<file path="src/rtl/vga_wbm_arb.sv">
// rtl/vga_wbm_arb.sv - two-requester Wishbone master arbiter for the VGA fetch bus
// Optional bus timeout when VGA_ARB_TIMEOUT_EN is defined.
module vga_wbm_arb #(
    parameter int RR_EN   = 0,
    parameter int TIMEOUT = 255
) (
    input  logic        wb_clk_i,
    input  logic        rst_nreset_i,

    input  logic        r0_cyc_i,
    input  logic        r0_stb_i,
    input  logic        r0_cab_i,
    input  logic [29:0] r0_adr_i,
    input  logic [3:0]  r0_sel_i,
    output logic        r0_ack_o,
    output logic        r0_err_o,
    output logic        r0_gnt_o,

    input  logic        r1_cyc_i,
    input  logic        r1_stb_i,
    input  logic        r1_cab_i,
    input  logic [29:0] r1_adr_i,
    input  logic [3:0]  r1_sel_i,
    output logic        r1_ack_o,
    output logic        r1_err_o,
    output logic        r1_gnt_o,

    output logic [29:0] wb_adr_o,
    output logic [3:0]  wb_sel_o,
    output logic        wb_we_o,
    output logic        wb_stb_o,
    output logic        wb_cyc_o,
    output logic        wb_cab_o,
    input  logic        wb_ack_i,
    input  logic        wb_err_i
);

    typedef enum logic [1:0] {
        IDLE = 2'd0,
        GNT0 = 2'd1,
        GNT1 = 2'd2
    } state_t;

    localparam bit RR = (RR_EN != 0);

    state_t state;
    logic   last_gnt;
    logic   req0;
    logic   req1;
    logic   timeout0;
    logic   timeout1;

`ifdef VGA_ARB_TIMEOUT_EN
    localparam logic [7:0] TO_LIMIT = 8'(TIMEOUT);

    logic [7:0] to_cnt;
    logic       to_hit;
    logic       mask0;
    logic       mask1;

    assign to_hit   = (r0_gnt_o | r1_gnt_o) & wb_stb_o & ~wb_ack_i & ~wb_err_i
                      & (to_cnt == TO_LIMIT);
    assign timeout0 = to_hit & r0_gnt_o;
    assign timeout1 = to_hit & r1_gnt_o;

    // A timed-out owner stays masked until it has let go of cyc once.
    assign req0 = r0_cyc_i & ~mask0;
    assign req1 = r1_cyc_i & ~mask1;

    always_ff @(posedge wb_clk_i or negedge rst_nreset_i) begin
        if (!rst_nreset_i) begin
            to_cnt <= 8'd0;
            mask0  <= 1'b0;
            mask1  <= 1'b0;
        end else begin
            if (state == IDLE || wb_ack_i || wb_err_i || to_hit)
                to_cnt <= 8'd0;
            else if (wb_stb_o)
                to_cnt <= to_cnt + 8'd1;

            if (timeout0)
                mask0 <= 1'b1;
            else if (!r0_cyc_i)
                mask0 <= 1'b0;

            if (timeout1)
                mask1 <= 1'b1;
            else if (!r1_cyc_i)
                mask1 <= 1'b0;
        end
    end
`else
    logic unused_timeout;

    assign unused_timeout = |TIMEOUT;
    assign timeout0       = 1'b0;
    assign timeout1       = 1'b0;
    assign req0           = r0_cyc_i;
    assign req1           = r1_cyc_i;
`endif

    // last_gnt = 1 means requester 1 was granted most recently.
    always_ff @(posedge wb_clk_i or negedge rst_nreset_i) begin
        if (!rst_nreset_i) begin
            state    <= IDLE;
            r0_gnt_o <= 1'b0;
            r1_gnt_o <= 1'b0;
            last_gnt <= 1'b1;
        end else begin
            case (state)
                IDLE: begin
                    if (req0 && (!req1 || !RR || last_gnt)) begin
                        state    <= GNT0;
                        r0_gnt_o <= 1'b1;
                        last_gnt <= 1'b0;
                    end else if (req1) begin
                        state    <= GNT1;
                        r1_gnt_o <= 1'b1;
                        last_gnt <= 1'b1;
                    end
                end
                GNT0: begin
                    if (!r0_cyc_i || timeout0) begin
                        state    <= IDLE;
                        r0_gnt_o <= 1'b0;
                    end
                end
                GNT1: begin
                    if (!r1_cyc_i || timeout1) begin
                        state    <= IDLE;
                        r1_gnt_o <= 1'b0;
                    end
                end
                default: begin
                    state    <= IDLE;
                    r0_gnt_o <= 1'b0;
                    r1_gnt_o <= 1'b0;
                end
            endcase
        end
    end

    always_comb begin
        wb_cyc_o = 1'b0;
        wb_stb_o = 1'b0;
        wb_cab_o = 1'b0;
        wb_adr_o = 30'd0;
        wb_sel_o = 4'd0;
        if (r0_gnt_o) begin
            wb_cyc_o = r0_cyc_i;
            wb_stb_o = r0_stb_i;
            wb_cab_o = r0_cab_i;
            wb_adr_o = r0_adr_i;
            wb_sel_o = r0_sel_i;
        end else if (r1_gnt_o) begin
            wb_cyc_o = r1_cyc_i;
            wb_stb_o = r1_stb_i;
            wb_cab_o = r1_cab_i;
            wb_adr_o = r1_adr_i;
            wb_sel_o = r1_sel_i;
        end
    end

    assign wb_we_o  = 1'b0;

    assign r0_ack_o = wb_ack_i & r0_gnt_o & r0_stb_i;
    assign r1_ack_o = wb_ack_i & r1_gnt_o & r1_stb_i;
    assign r0_err_o = (wb_err_i & r0_gnt_o & r0_stb_i) | timeout0;
    assign r1_err_o = (wb_err_i & r1_gnt_o & r1_stb_i) | timeout1;

endmodule

</file>
<file path="config.mk">
export PLATFORM = sky130hd
export DESIGN_NAME = vga_wbm_arb
export DESIGN_NICKNAME = d
export VERILOG_FILES = /design/src/rtl/vga_wbm_arb.sv
export SDC_FILE = /design/constraint.sdc
export NUM_CORES = 1
export LEC_CHECK = 0
export BUFFER_PORTS_ARGS = -buffer_cell sky130_fd_sc_hd__buf_2
export CORE_UTILIZATION = 28
export DETAILED_ROUTE_END_ITERATION = 10
export GPL_TIMING_DRIVEN = 0
export HOLD_SLACK_MARGIN = 0.15
export PLACE_DENSITY = 0.88
export SETUP_SLACK_MARGIN = 0.1
export SYNTH_ARGS = -nofsm -noshare
export SYNTH_HDL_FRONTEND = slang
export SYNTH_SLANG_ARGS = --single-unit
export TNS_END_PERCENT = 100
</file>
<file path="constraint.sdc">
create_clock -name wb_clk_i -period 2.2 [get_ports wb_clk_i]
set_clock_uncertainty 0.15 [all_clocks]
set_input_delay 0.22 -clock wb_clk_i [delete_from_list [all_inputs] [get_ports wb_clk_i]]
set_output_delay 0.22 -clock wb_clk_i [all_outputs]
set_load 0.005 [all_outputs]
</file>
==> impl_results.md, run 1 <==
- Status: complete, no violations
- Most common cell in the netlist: a22o_2
- Count of warnings emitted by yosys: 0
- Compound-Gate Fraction of Synth Area: 0.536
- Ant diodes: 0
- Max VDD drop: between 0.0003 and 0.0004 V
- Yosys reg bits: 4
- Grt met1 use: 0.191
- Largest net degree at the start of global routing: 11
- Most Used Layer, Global Route: met2
- GP Congestion: approximately 0.67
- All-Layer GR Usage: 0.185
- Synth Area per Inst: 9.41 um2
- Final Slew Violations: 0
- Unrepaired setup endpoints after global routing: no
- Critical Path RT: 1.83 ns
- Minimum clock period: 1.80 ns
- Startpoint Class: flop
- Die area: 0.00259 mm2
- Routed WL: 2690 um
- Simple-gate area share of the yosys netlist: 0.133
- Pre-CTS setup slack: about 0.63 ns
- Area occupied by multi-input gates: ~460 um2
- DR vias: between 1000 and 1500
- Yosys top cell area share: 0.434
- Crit path cell chain: nor2b_4 -> buf_6 -> buf_12 -> a22o_2 -> buf_2
- Starting Density: 0.299
- Fin crit share: 0.820
- Ys async rst share: 1.00
- Cell family with most CP delay: flip-flops
- Row Count: 17
- Syn nets: about 150
- P_leak: about 0.83 nW
- Clock Sinks: 4
- Final ANT Viol Nets: 0
- Dominant cells by area after synthesis: a22o_2, dfrtp_1, buf_12
- Post-synthesis sequential area ratio: 0.150
- Drt wl/cell: 11.9 um
- Ys flop type: dfrtp_1
- Post-DP HPWL: 2250 um
- H-tree levels: 1
- CTS tree: yes
- Crit-path max FO: 10
- Postcts setup bufs: 0
- DR iter-0 viols: 10
- Cell Pwr Density: about 500 mW/mm2
- # setup viols final: 0
- Core area: ~0.0022 mm2
- Main combinational cell family by area after synthesis: compound AO/OA/AOI/OAI gates
- CTS root buffer: clkbuf_4
- Layout cell share with drive strength beyond 1: 0.832
- Final Hold Fails: 0
- GR Layer Usage met3: 0.0387
- Die W: between 50 and 60 um
- RR Startpoint: r0_gnt_o
- Slowest stage delay, CP: 0.44 ns
- Worst-skew pair later-pin latency: ~0.23 ns
- Initial antenna violation count: 0
- PortBufs: 120
- Post-Syn Instances: 71
- Critical path's slowest cell: dfrtp_1
- Vias per inst: ~4.7
- Final net count: between 200 and 300
- CTS max path bufs: 2
- Yosys top cell by area: a22o_2
- Layout area overhead: 103%
- Num ports: roughly 120
- Multiplexer area fraction after synthesis: 0
- CP Launch Point: r1_gnt_o
- XOR/XNOR Fraction of Synth Area: 0
- Worst-path clk slew: roughly 0.040 ns
- Cell area after synthesis: around 670 um2
- Hold Path Class: input pin to asynchronous set/reset pin
- Vias in the first global route: 885
- Number of remaining DRC errors: 0
- Setup TNS: 0 ns
- Critical path arrival: 1.43 ns
- Maxcap violations: 0
- CTS buffer count: 3
- Crit. End Element: output port
- Post-synthesis adder-cell area fraction: 0.0150
- Buffers and inverters on the worst path: 3
- Distinct cells, synth: 21
- Critical path class: flop to output port
- EDFF count, synth: 0
- Reg area: roughly 100 um2
- # resized after CTS: 0
- Hold Worst Slack: 0.173 ns
- Total power draw: ~0.67 mW
- Die span in y: between 50 and 60 um
- First-pass GRT wire length: ~3700 um
- Fmax: 0.555 GHz
- DR pass1 iterations: 4
- Worst setup margin: about 0.4 ns
- Grt ovf: 0
- GRT met2 Usage: 0.369
- Number of fill cells: approximately 220
- Commonest cells post-synth: a22o_2, nand2_1, a22o_1, dfrtp_1
[cells in the final DEF (no fill, tap or decap)]
cell,instances
buf_12,3
buf_6,1
dfrtp_1,4
inv_1,1
o21ai_0,3
a22o_1,5
and3_2,2
nand2_1,7
a22o_2,29
clkbuf_1,2
maj3_1,1
nor2b_4,1
nand2b_1,1
nor2_1,1
a21o_2,1
conb_1,1
nor2b_1,1
dlygate4sd3_1,3
nor3_1,1
and3_1,2
clkbuf_4,3
buf_4,2
buf_2,122
[kinds of logic (layout without fill, tap and decap cells)]
| group | count (synthesis) | after routing |
|---|---|---|
| simple gates | 16 | 16 |
| buf+inv | 11 | 137 |
| other cells | 1 | 1 |
| flops | 4 | 4 |
| fa+ha+maj | 1 | 1 |
| compound gates | 38 | 38 |
[routing by layer]
layer,vias to the layer above,part of all wire,wire length (um)
met2,52,0.55,1470
met1,467,0.37,1000
met5,-,0,0
li1,535,-,-
met4,0,0,0
met3,0,0.079,212
[final timing paths]
check                                to  slack, ns  depth (start not counted)
setup / recovery           wb_adr_o[13]       0.40                          5
hold / removal                 state[1]       0.17                          2
setup reg to reg               r0_gnt_o       1.05                          2
hold reg to reg                state[0]       0.35                          1
max in group asynchronous      state[0]       1.61                          2
min in group wb_clk_i          state[0]       0.35                          1
[registers in the layout, indices dropped and copies added (netlist names)]
signal and flops:
r0_gnt_o 1, state 2, r1_gnt_o 1
[what timing repair did]
item | 4_1_cts | 5_1_grt
endpoints found under the hold margin | 6 | 0
endpoints found under the setup margin | 0 | 0
hold buffers | 3 | 0
[layout make-up]
class                   instances  area share
repair buffers                123       0.465
multi-input cells              56       0.339
plain buffers                  10      0.0766
flip-flops and latches          4      0.0738
well taps                      28      0.0258
clock buffers                   3      0.0166
inverters                       1     0.00277
[where the power goes]
part	leakage (nW)	internal, mW	total (mW)	switching, mW
clock	0.0138	0.0611	0.0927	0.0316
sequential	0.0486	0.0829	0.0925	0.00952
combinational	0.771	0.293	0.486	0.193
[per-stage QoR]
| stage | instance area [um2] | utilization | instances |
|---|---|---|---|
| 2_1_floorplan | 668 | - | 71 |
| 3_3_place_gp | 1300 | 0.584 | 219 |
| 3_5_place_dp | 1300 | 0.584 | 219 |
| 4_1_cts | 1360 | 0.607 | 225 |
| 5_1_grt | 1360 | 0.607 | 225 |
| 6_report | 1360 | 0.607 | 225 |
Note: power is estimated with default switching activity, not from simulation.
==> run 2, diff against run 1 <==
--- a/config.mk
+++ b/config.mk
@@ -5,12 +5,13 @@
 export SDC_FILE = /design/constraint.sdc
 export NUM_CORES = 1
 export LEC_CHECK = 0
+export ABC_AREA = 1
 export BUFFER_PORTS_ARGS = -buffer_cell sky130_fd_sc_hd__buf_2
-export CORE_UTILIZATION = 28
+export CORE_UTILIZATION = 29
 export DETAILED_ROUTE_END_ITERATION = 10
 export GPL_TIMING_DRIVEN = 0
 export HOLD_SLACK_MARGIN = 0.15
-export PLACE_DENSITY = 0.88
+export PLACE_DENSITY = 0.84
 export SETUP_SLACK_MARGIN = 0.1
 export SYNTH_ARGS = -nofsm -noshare
 export SYNTH_HDL_FRONTEND = slang
==> constraint.sdc (replaced) <==
create_clock -name wb_clk_i -period 1.8 [get_ports wb_clk_i]
set_clock_uncertainty 0.15 [all_clocks]
set_input_delay 0.18 -clock wb_clk_i [delete_from_list [all_inputs] [get_ports wb_clk_i]]
set_output_delay 0.18 -clock wb_clk_i [all_outputs]
set_load 0.005 [all_outputs]
==> impl_results.md, run 2 <==
- Simple-gate area share of the yosys netlist: 0.678 (was 0.133)
- Worst setup margin: 0.242 ns (was 0.397 ns)
- P_leak: 1.04 nW (was 0.833 nW)
- Vias per inst: 4.50 (was 4.68)
- Dominant cells by area after synthesis: nand2_1, nand3_1, dfrtp_1 (was a22o_2, dfrtp_1, buf_12)
- EDFF count, synth: 0 (unchanged)
- PortBufs: 120 (unchanged)
- CTS root buffer: clkbuf_4 (unchanged)
- Worst-skew pair later-pin latency: 0.23 ns (about the same)
- Clock share of power: 0.067 (was 0.138)
- Synth Area per Inst: 5.06 um2 (was 9.41 um2)
- CTS tree: yes (unchanged)
- Post-Syn Instances: 155 (was 71)
- Num ports: 122 (unchanged)
- Final Hold Fails: 0 (unchanged)
- Drt wl/cell: 9.29 um (was 11.9 um)
- Ys flop type: dfrtp_1 (unchanged)
- Ys async rst share: 1.00 (unchanged)
- Regs by FF count: state x2, r0_gnt_o x1, r1_gnt_o x1 (unchanged)
- Layout cell share with drive strength beyond 1: 0.482 (was 0.832)
- Startpoint Class: flop (unchanged)
- Main combinational cell family by area after synthesis: simple AND/OR/NAND/NOR gates (was compound AO/OA/AOI/OAI gates)
- Commonest non-fill, non-tap cell in the layout: buf_2 (unchanged)
- Post-DP HPWL: 2330 um (was 2250 um)
- CTS buffer count: 3 (unchanged)
- Biggest register: state (unchanged)
- Yosys reg bits: 4 (unchanged)
- Max VDD drop: 0.000872 V (was 0.000344 V)
- Crit-path max FO: 10 (unchanged)
- Critical path arrival: 1.23 ns (was 1.43 ns)
- Commonest cells post-synth: nand2_1, nand3_1, buf_6, inv_1, nor2_1 (was a22o_2, nand2_1, a22o_1, dfrtp_1)
- Fin util: 0.589 (was 0.607)
- Yosys top cell area share: 0.392 (was 0.434)
- Unrepaired setup endpoints after global routing: no (unchanged)
- Number of remaining DRC errors: 0 (unchanged)
- Routed WL: 2900 um (was 2690 um)
- Compound-Gate Fraction of Synth Area: 0.0191 (was 0.536)
- GP Congestion: 0.678 (was 0.666)
- Yosys top cell by area: nand2_1 (was a22o_2)
- XOR/XNOR Fraction of Synth Area: 0 (unchanged)
- Commonest cells after routing, fill and taps aside: buf_2, nand2_1, nand3_1 (was buf_2, a22o_2, nand2_1)
- Final net count: 362 (was 277)
- Status: complete, no violations (unchanged)
- First-pass GRT wire length: 4090 um (was 3740 um)
- Fmax: roughly 0.64 GHz
- Starting Density: 0.311 (was 0.299)
- Largest net degree at the start of global routing: 11 (unchanged)
- Fin crit share: 0.866
- Initial antenna violation count: 0 (unchanged)
- DR pass1 iterations: 4 (unchanged)
- Pre-CTS setup slack: 0.479 ns (was 0.628 ns)
- Critical path class: flop to output port (unchanged)
- Post-synthesis sequential area ratio: 0.128 (was 0.150)
- Sw Share: 0.486 (was 0.348)
- # setup viols final: 0 (unchanged)
- Final Slew Violations: 0 (unchanged)
- Hold Path Class: flop to flop (was input pin to asynchronous set/reset pin)
- CTS max path bufs: 2 (unchanged)
- Maxcap violations: 0 (unchanged)
- Combinational share of power: 0.842 (was 0.724)
- Distinct cells, synth: 11 (was 21)
- Die span in y: 54.0 um (was 50.9 um)
- All-Layer GR Usage: 0.186 (was 0.185)
- Core area: 0.00252 mm2 (was 0.00223 mm2)
- P_int: 0.845 mW (was 0.437 mW)
- Crit. End Element: output port (unchanged)
- Multiplexer area fraction after synthesis: 0 (unchanged)
- Cell Pwr Density: 1110 mW/mm2 (was 495 mW/mm2)
- DR vias: 1405 (was 1054)
- DR iter-0 viols: 17 (was 10)
- NetSw: 0.800 mW (was 0.234 mW)
- Die W: 54.0 um (was 50.9 um)
- Final ANT Viol Nets: 0 (unchanged)
- Reg power frac: 0.091 (was 0.138)
- Post-Layout Cell Count: 312 (was 225)
- Critical Path RT: 1.47 ns (was 1.83 ns)
- Clock Sinks: 4 (unchanged)
- Placed Cells: 305 (was 219)
- Cell area after synthesis: 785 um2 (was 668 um2)
- H-tree levels: 1 (unchanged)
- Vias in the first global route: 1107 (was 885)
- Ant diodes: 0 (unchanged)
- Setup TNS: 0 ns (unchanged)
- Minimum clock period: 1.56 ns
- Syn nets: 233 (was 149)
- Most common cell in the netlist: nand2_1 (was a22o_2)
- Die area: 0.00292 mm2 (was 0.00259 mm2)
- Layout area overhead: 89.3% (was 103%)
- Grt ovf: 0 (unchanged)
- Max FFs per register: 2 (unchanged)
- Worst-path clk slew: 0.04 ns (about the same)
- Post-synthesis adder-cell area fraction: 0 (was 0.0150)
- Count of warnings emitted by yosys: 0 (unchanged)
- Postcts setup bufs: 0 (unchanged)
- Row Count: 18 (was 17)
run 2: cell types whose count changed in the layout (fill, tap and decap cells not counted), moves of 4 or more:
cell and delta:
a22o_1 -5, a22o_2 -29, buf_6 +5, inv_1 +5, nand2_1 +75, nand3_1 +41, nor2_1 +4
run 2: metal layers:
metal | global-route usage | wire length (um) | vias to the layer above
met3 | 0.0367 | 263 | 0
met2 | 0.368 | 1450 | 65
met1 | 0.202 | 1190 | 594
met4 | 0.0299 | 0 | 0
met5 | 0 | 0 | -
li1 | - | - | 746
run 2: power by group through the flow:
stage	registers [mW]	logic (mW)	clock network, mW
2_1_floorplan	0.153	0.830	0
3_3_place_gp	0.151	1.39	0
5_1_grt	0.159	1.59	0.126
6_report	0.150	1.38	0.110
4_1_cts	0.151	1.41	0.112
3_5_place_dp	0.152	1.39	0
run 2: final timing paths:
path / start / endpoint / slack, ns / cells after the start
max: r0_gnt_o / wb_adr_o[7] / 0.24 / 5
min: state[0] / state[0] / 0.45 / 2
max reg2reg: r1_gnt_o / r1_gnt_o / 0.71 / 4
min reg2reg: state[0] / state[0] / 0.45 / 2
max in group asynchronous: rst_nreset_i / state[0] / 0.65 / 3
min in group asynchronous: rst_nreset_i / r1_gnt_o / 0.68 / 3
run 2: worst max-delay path, cell delays in order (launching register included):
cell     delay, ns
dfrtp_1       0.40
inv_2         0.18
buf_6         0.16
nand3_1       0.07
nand2_1       0.07
buf_2         0.11
run 2: cells by family after synthesis:
kind of cell	after synthesis
and+or+nand+nor	128
buffers and inverters	19
DFF	4
AOI/OAI and AO/OA	3
other	1
run 2: layout make-up:
class / count / area, um2
Timing Repair Buffer: 124 / 641
Buffer: 12 / 108
Clock buffer: 3 / 22.5
Inverter: 7 / 26.3
Multi-Input combinational cell: 132 / 551
Fill cell: 265 / 1040
Sequential cell: 4 / 100
Tap cell: 30 / 37.5
run 2: through the flow:
step	total power, mW	instance area [um2]	hold slack [ns]
floorplan	0.983	785	-0.266
global placement	1.54	1420	-0.164
detailed placement	1.54	1420	-0.162
CTS	1.67	1490	0.457
global route	1.87	1490	0.486
finish	1.65	1490	0.447
run 2: what timing repair did:
action                                 CTS  global route
endpoints found under the hold margin    8             0
hold buffers                             4             0
gates resized for setup                  0             0
==> run 3, diff against run 2 <==
--- a/config.mk
+++ b/config.mk
@@ -7,11 +7,10 @@
 export LEC_CHECK = 0
 export ABC_AREA = 1
 export BUFFER_PORTS_ARGS = -buffer_cell sky130_fd_sc_hd__buf_2
-export CORE_UTILIZATION = 29
+export CORE_UTILIZATION = 26
 export DETAILED_ROUTE_END_ITERATION = 10
-export GPL_TIMING_DRIVEN = 0
 export HOLD_SLACK_MARGIN = 0.15
-export PLACE_DENSITY = 0.84
+export PLACE_DENSITY = 0.8
 export SETUP_SLACK_MARGIN = 0.1
 export SYNTH_ARGS = -nofsm -noshare
 export SYNTH_HDL_FRONTEND = slang
==> constraint.sdc (replaced) <==
create_clock -name wb_clk_i -period 1.4 [get_ports wb_clk_i]
set_clock_uncertainty 0.15 [all_clocks]
set_input_delay 0.14 -clock wb_clk_i [delete_from_list [all_inputs] [get_ports wb_clk_i]]
set_output_delay 0.14 -clock wb_clk_i [all_outputs]
set_load 0.005 [all_outputs]
==> impl_results.md, run 3 (synthesis gave the netlist of run 2 again) <==
- Status: finished, violations left (was complete, no violations)
- Maxcap violations: 0 (unchanged)
- Final ANT Viol Nets: 0 (unchanged)
- Sw Share: 0.473 (was 0.486)
- Unrepaired setup endpoints after global routing: yes (was no)
- Number of remaining DRC errors: 16 (was 0)
- Failing checks: DRC, setup timing
- Fin crit share: 1.03
- WHS Path Cells: 6 (was 2)
- Crit path cell chain: clkinv_4 -> buf_12 -> nand3_1 -> nand2_1 -> buf_2 (was inv_2 -> buf_6 -> nand3_1 -> nand2_1 -> buf_2)
- # setup viols final: 36 (was 0)
- Crit-path max FO: 17 (was 10)
- PortBufs: 120 (unchanged)
- Commonest cells after routing, fill and taps aside: buf_2, nand2_1, nand3_1 (unchanged)
- Reg2reg end: r1_gnt_o (unchanged)
- H-tree levels: 1 (unchanged)
- Worst-skew pair later-pin latency: 0.25 ns (was 0.23 ns)
- GP Congestion: 0.717 (was 0.678)
- Startpoint Class: flop (unchanged)
- Worst Reg-to-Reg Cells: 5 (was 4)
- Cell Pwr Density: 1480 mW/mm2 (was 1110 mW/mm2)
- DR pass1 iterations: 7 (was 4)
- Clock Sinks: 4 (unchanged)
- Vias in the first global route: 1165 (was 1107)
- Post-DP HPWL: 2160 um (was 2330 um)
- DR iter-0 viols: 82 (was 17)
- Worst-path clk slew: 0.04 ns (about the same)
- Layout area overhead: 100% (was 89.3%)
- P_int: 1.22 mW (was 0.845 mW)
- Die span in y: 56.9 um (was 54.0 um)
- Clock share of power: 0.067 (about the same)
- Critical path class: flop to output port (unchanged)
- Hold wc startpoint: r0_cyc_i (was state[0])
- P_leak: 1.05 nW (was 1.04 nW)
- Max FFs per register: 2 (unchanged)
- NetSw: 1.10 mW (was 0.800 mW)
- Layout cell share with drive strength beyond 1: 0.505 (was 0.482)
- Buffers and inverters on the worst path: 3 (unchanged)
- RR Startpoint: state[0] (was r1_gnt_o)
- Minimum clock period: 1.44 ns
- Ant diodes: 0 (unchanged)
- Critical path's slowest cell: dfrtp_2 (was dfrtp_1)
- Final net count: 361 (was 362)
- CTS tree: yes (unchanged)
- Die W: 56.9 um (was 54.0 um)
- Row Count: 19 (was 18)
- All-Layer GR Usage: 0.167 (was 0.186)
- Reg power frac: 0.104 (was 0.091)
- Crit. End Element: output port (unchanged)
- Biggest register: state (unchanged)
- Hold Path Class: input pin to flop (was flop to flop)
- Critical path arrival: 1.15 ns (was 1.23 ns)
- Hold EP: r0_gnt_o (was state[0])
- Setup TNS: -1.05 ns (was 0 ns)
- Drt wl/cell: 9.77 um (was 9.29 um)
- Cell family with most CP delay: flip-flops (was buffers and inverters)
- Starting Density: 0.280 (was 0.311)
- CTS max path bufs: 2 (unchanged)
- Num ports: 122 (unchanged)
- Critical Path RT: 1.11 ns (was 1.47 ns)
- CTS root buffer: clkbuf_4 (unchanged)
- Combinational share of power: 0.830 (was 0.842)
- Largest net degree at the start of global routing: 26 (was 11)
- Regs by FF count: state x2, r0_gnt_o x1, r1_gnt_o x1 (unchanged)
- Worst R2R Setup Slack: 0.25 ns (was 0.71 ns)
- Total power draw: 2.32 mW (was 1.65 mW)
- Core area: 0.00281 mm2 (was 0.00252 mm2)
- Slowest stage delay, CP: 0.41 ns (was 0.40 ns)
- Max VDD drop: 0.000887 V (was 0.000872 V)
- Die area: 0.00324 mm2 (was 0.00292 mm2)
- Worst setup margin: -0.0405 ns (was 0.242 ns)
- CTS buffer count: 3 (unchanged)
- Fmax: roughly 0.69 GHz
- Commonest non-fill, non-tap cell in the layout: buf_2 (unchanged)
- Vias per inst: 4.46 (was 4.50)
- DR vias: 1393 (was 1405)
- Initial antenna violation count: 0 (unchanged)
- Final Slew Violations: 0 (unchanged)
- Grt ovf: 0 (unchanged)
- First-pass GRT wire length: 4460 um (was 4090 um)
- Routed WL: 3050 um (was 2900 um)
- Final Hold Fails: 0 (unchanged)
==> run 3: how the worst max path moves through the flow <==
stage               cells past startpoint  slack (ns)      from           end
global placement                        5        0.13  r0_gnt_o   wb_adr_o[5]
finish                                  5       -0.04  r0_gnt_o   wb_adr_o[6]
floorplan                               4        0.28  r1_gnt_o   wb_adr_o[0]
detailed placement                      5        0.12  r0_gnt_o   wb_adr_o[9]
CTS                                     5       -0.06  r0_gnt_o   wb_adr_o[6]
global route                            5        -0.1  r0_gnt_o  wb_adr_o[11]
==> run 3: cell type report <==
cell class / instances / area (um2)
clock buffer: 3 / 22.5
inverter: 7 / 31.3
sequential: 4 / 103
fill: 271 / 1230
tap: 31 / 38.8
multi-input combinational: 132 / 578
timing repair buffer: 135 / 797
==> run 3: repair_timing <==
action                                  CTS  global route
hold buffers                              6             0
buffers inserted                          2             1
endpoints found under the hold margin     8             0
cloned                                    0             0
gates resized for setup                   4            12
pin swaps                                 0             1
endpoints found under the setup margin   43            43
==> run 3: routing by layer <==
metal  vias up  part of all wire  global-route usage
met2        59              0.53               0.343
met4         0             0.011              0.0523
met5         -                 0                   0
met1       586              0.39               0.167
met3         5             0.071              0.0272
li1        743                 -                   -
==> run 3: power groups by stage <==
stage                     registers (mW)  logic (mW)  clock network [mW]
after CTS                          0.230        1.82               0.156
after global routing               0.246        2.12               0.162
after global placement             0.219        1.74                   0
final                              0.241        1.92               0.154
after floorplan                    0.196        1.07                   0
after detailed placement           0.222        1.75                   0
==> run 3: metrics by stage <==
stage | area [um2] | std cells | setup WS, ns | util | hold WS [ns]
4_1_cts | 1520 | 311 | -0.0630 | 0.541 | 0.152
5_1_grt | 1570 | 312 | -0.0998 | 0.560 | 0.204
3_5_place_dp | 1410 | 300 | 0.122 | 0.503 | -0.196
2_1_floorplan | 785 | 155 | 0.283 | - | -0.306
3_3_place_gp | 1410 | 300 | 0.135 | 0.503 | -0.198
6_report | 1570 | 312 | -0.0405 | 0.560 | 0.160
==> run 3: tightest hold or removal path, stage by stage <==
cell	delay (ns)
buf_2	0.09
inv_1	0.05
nand2_1	0.06
nand3_1	0.06
nand2_1	0.06
nand2_1	0.05
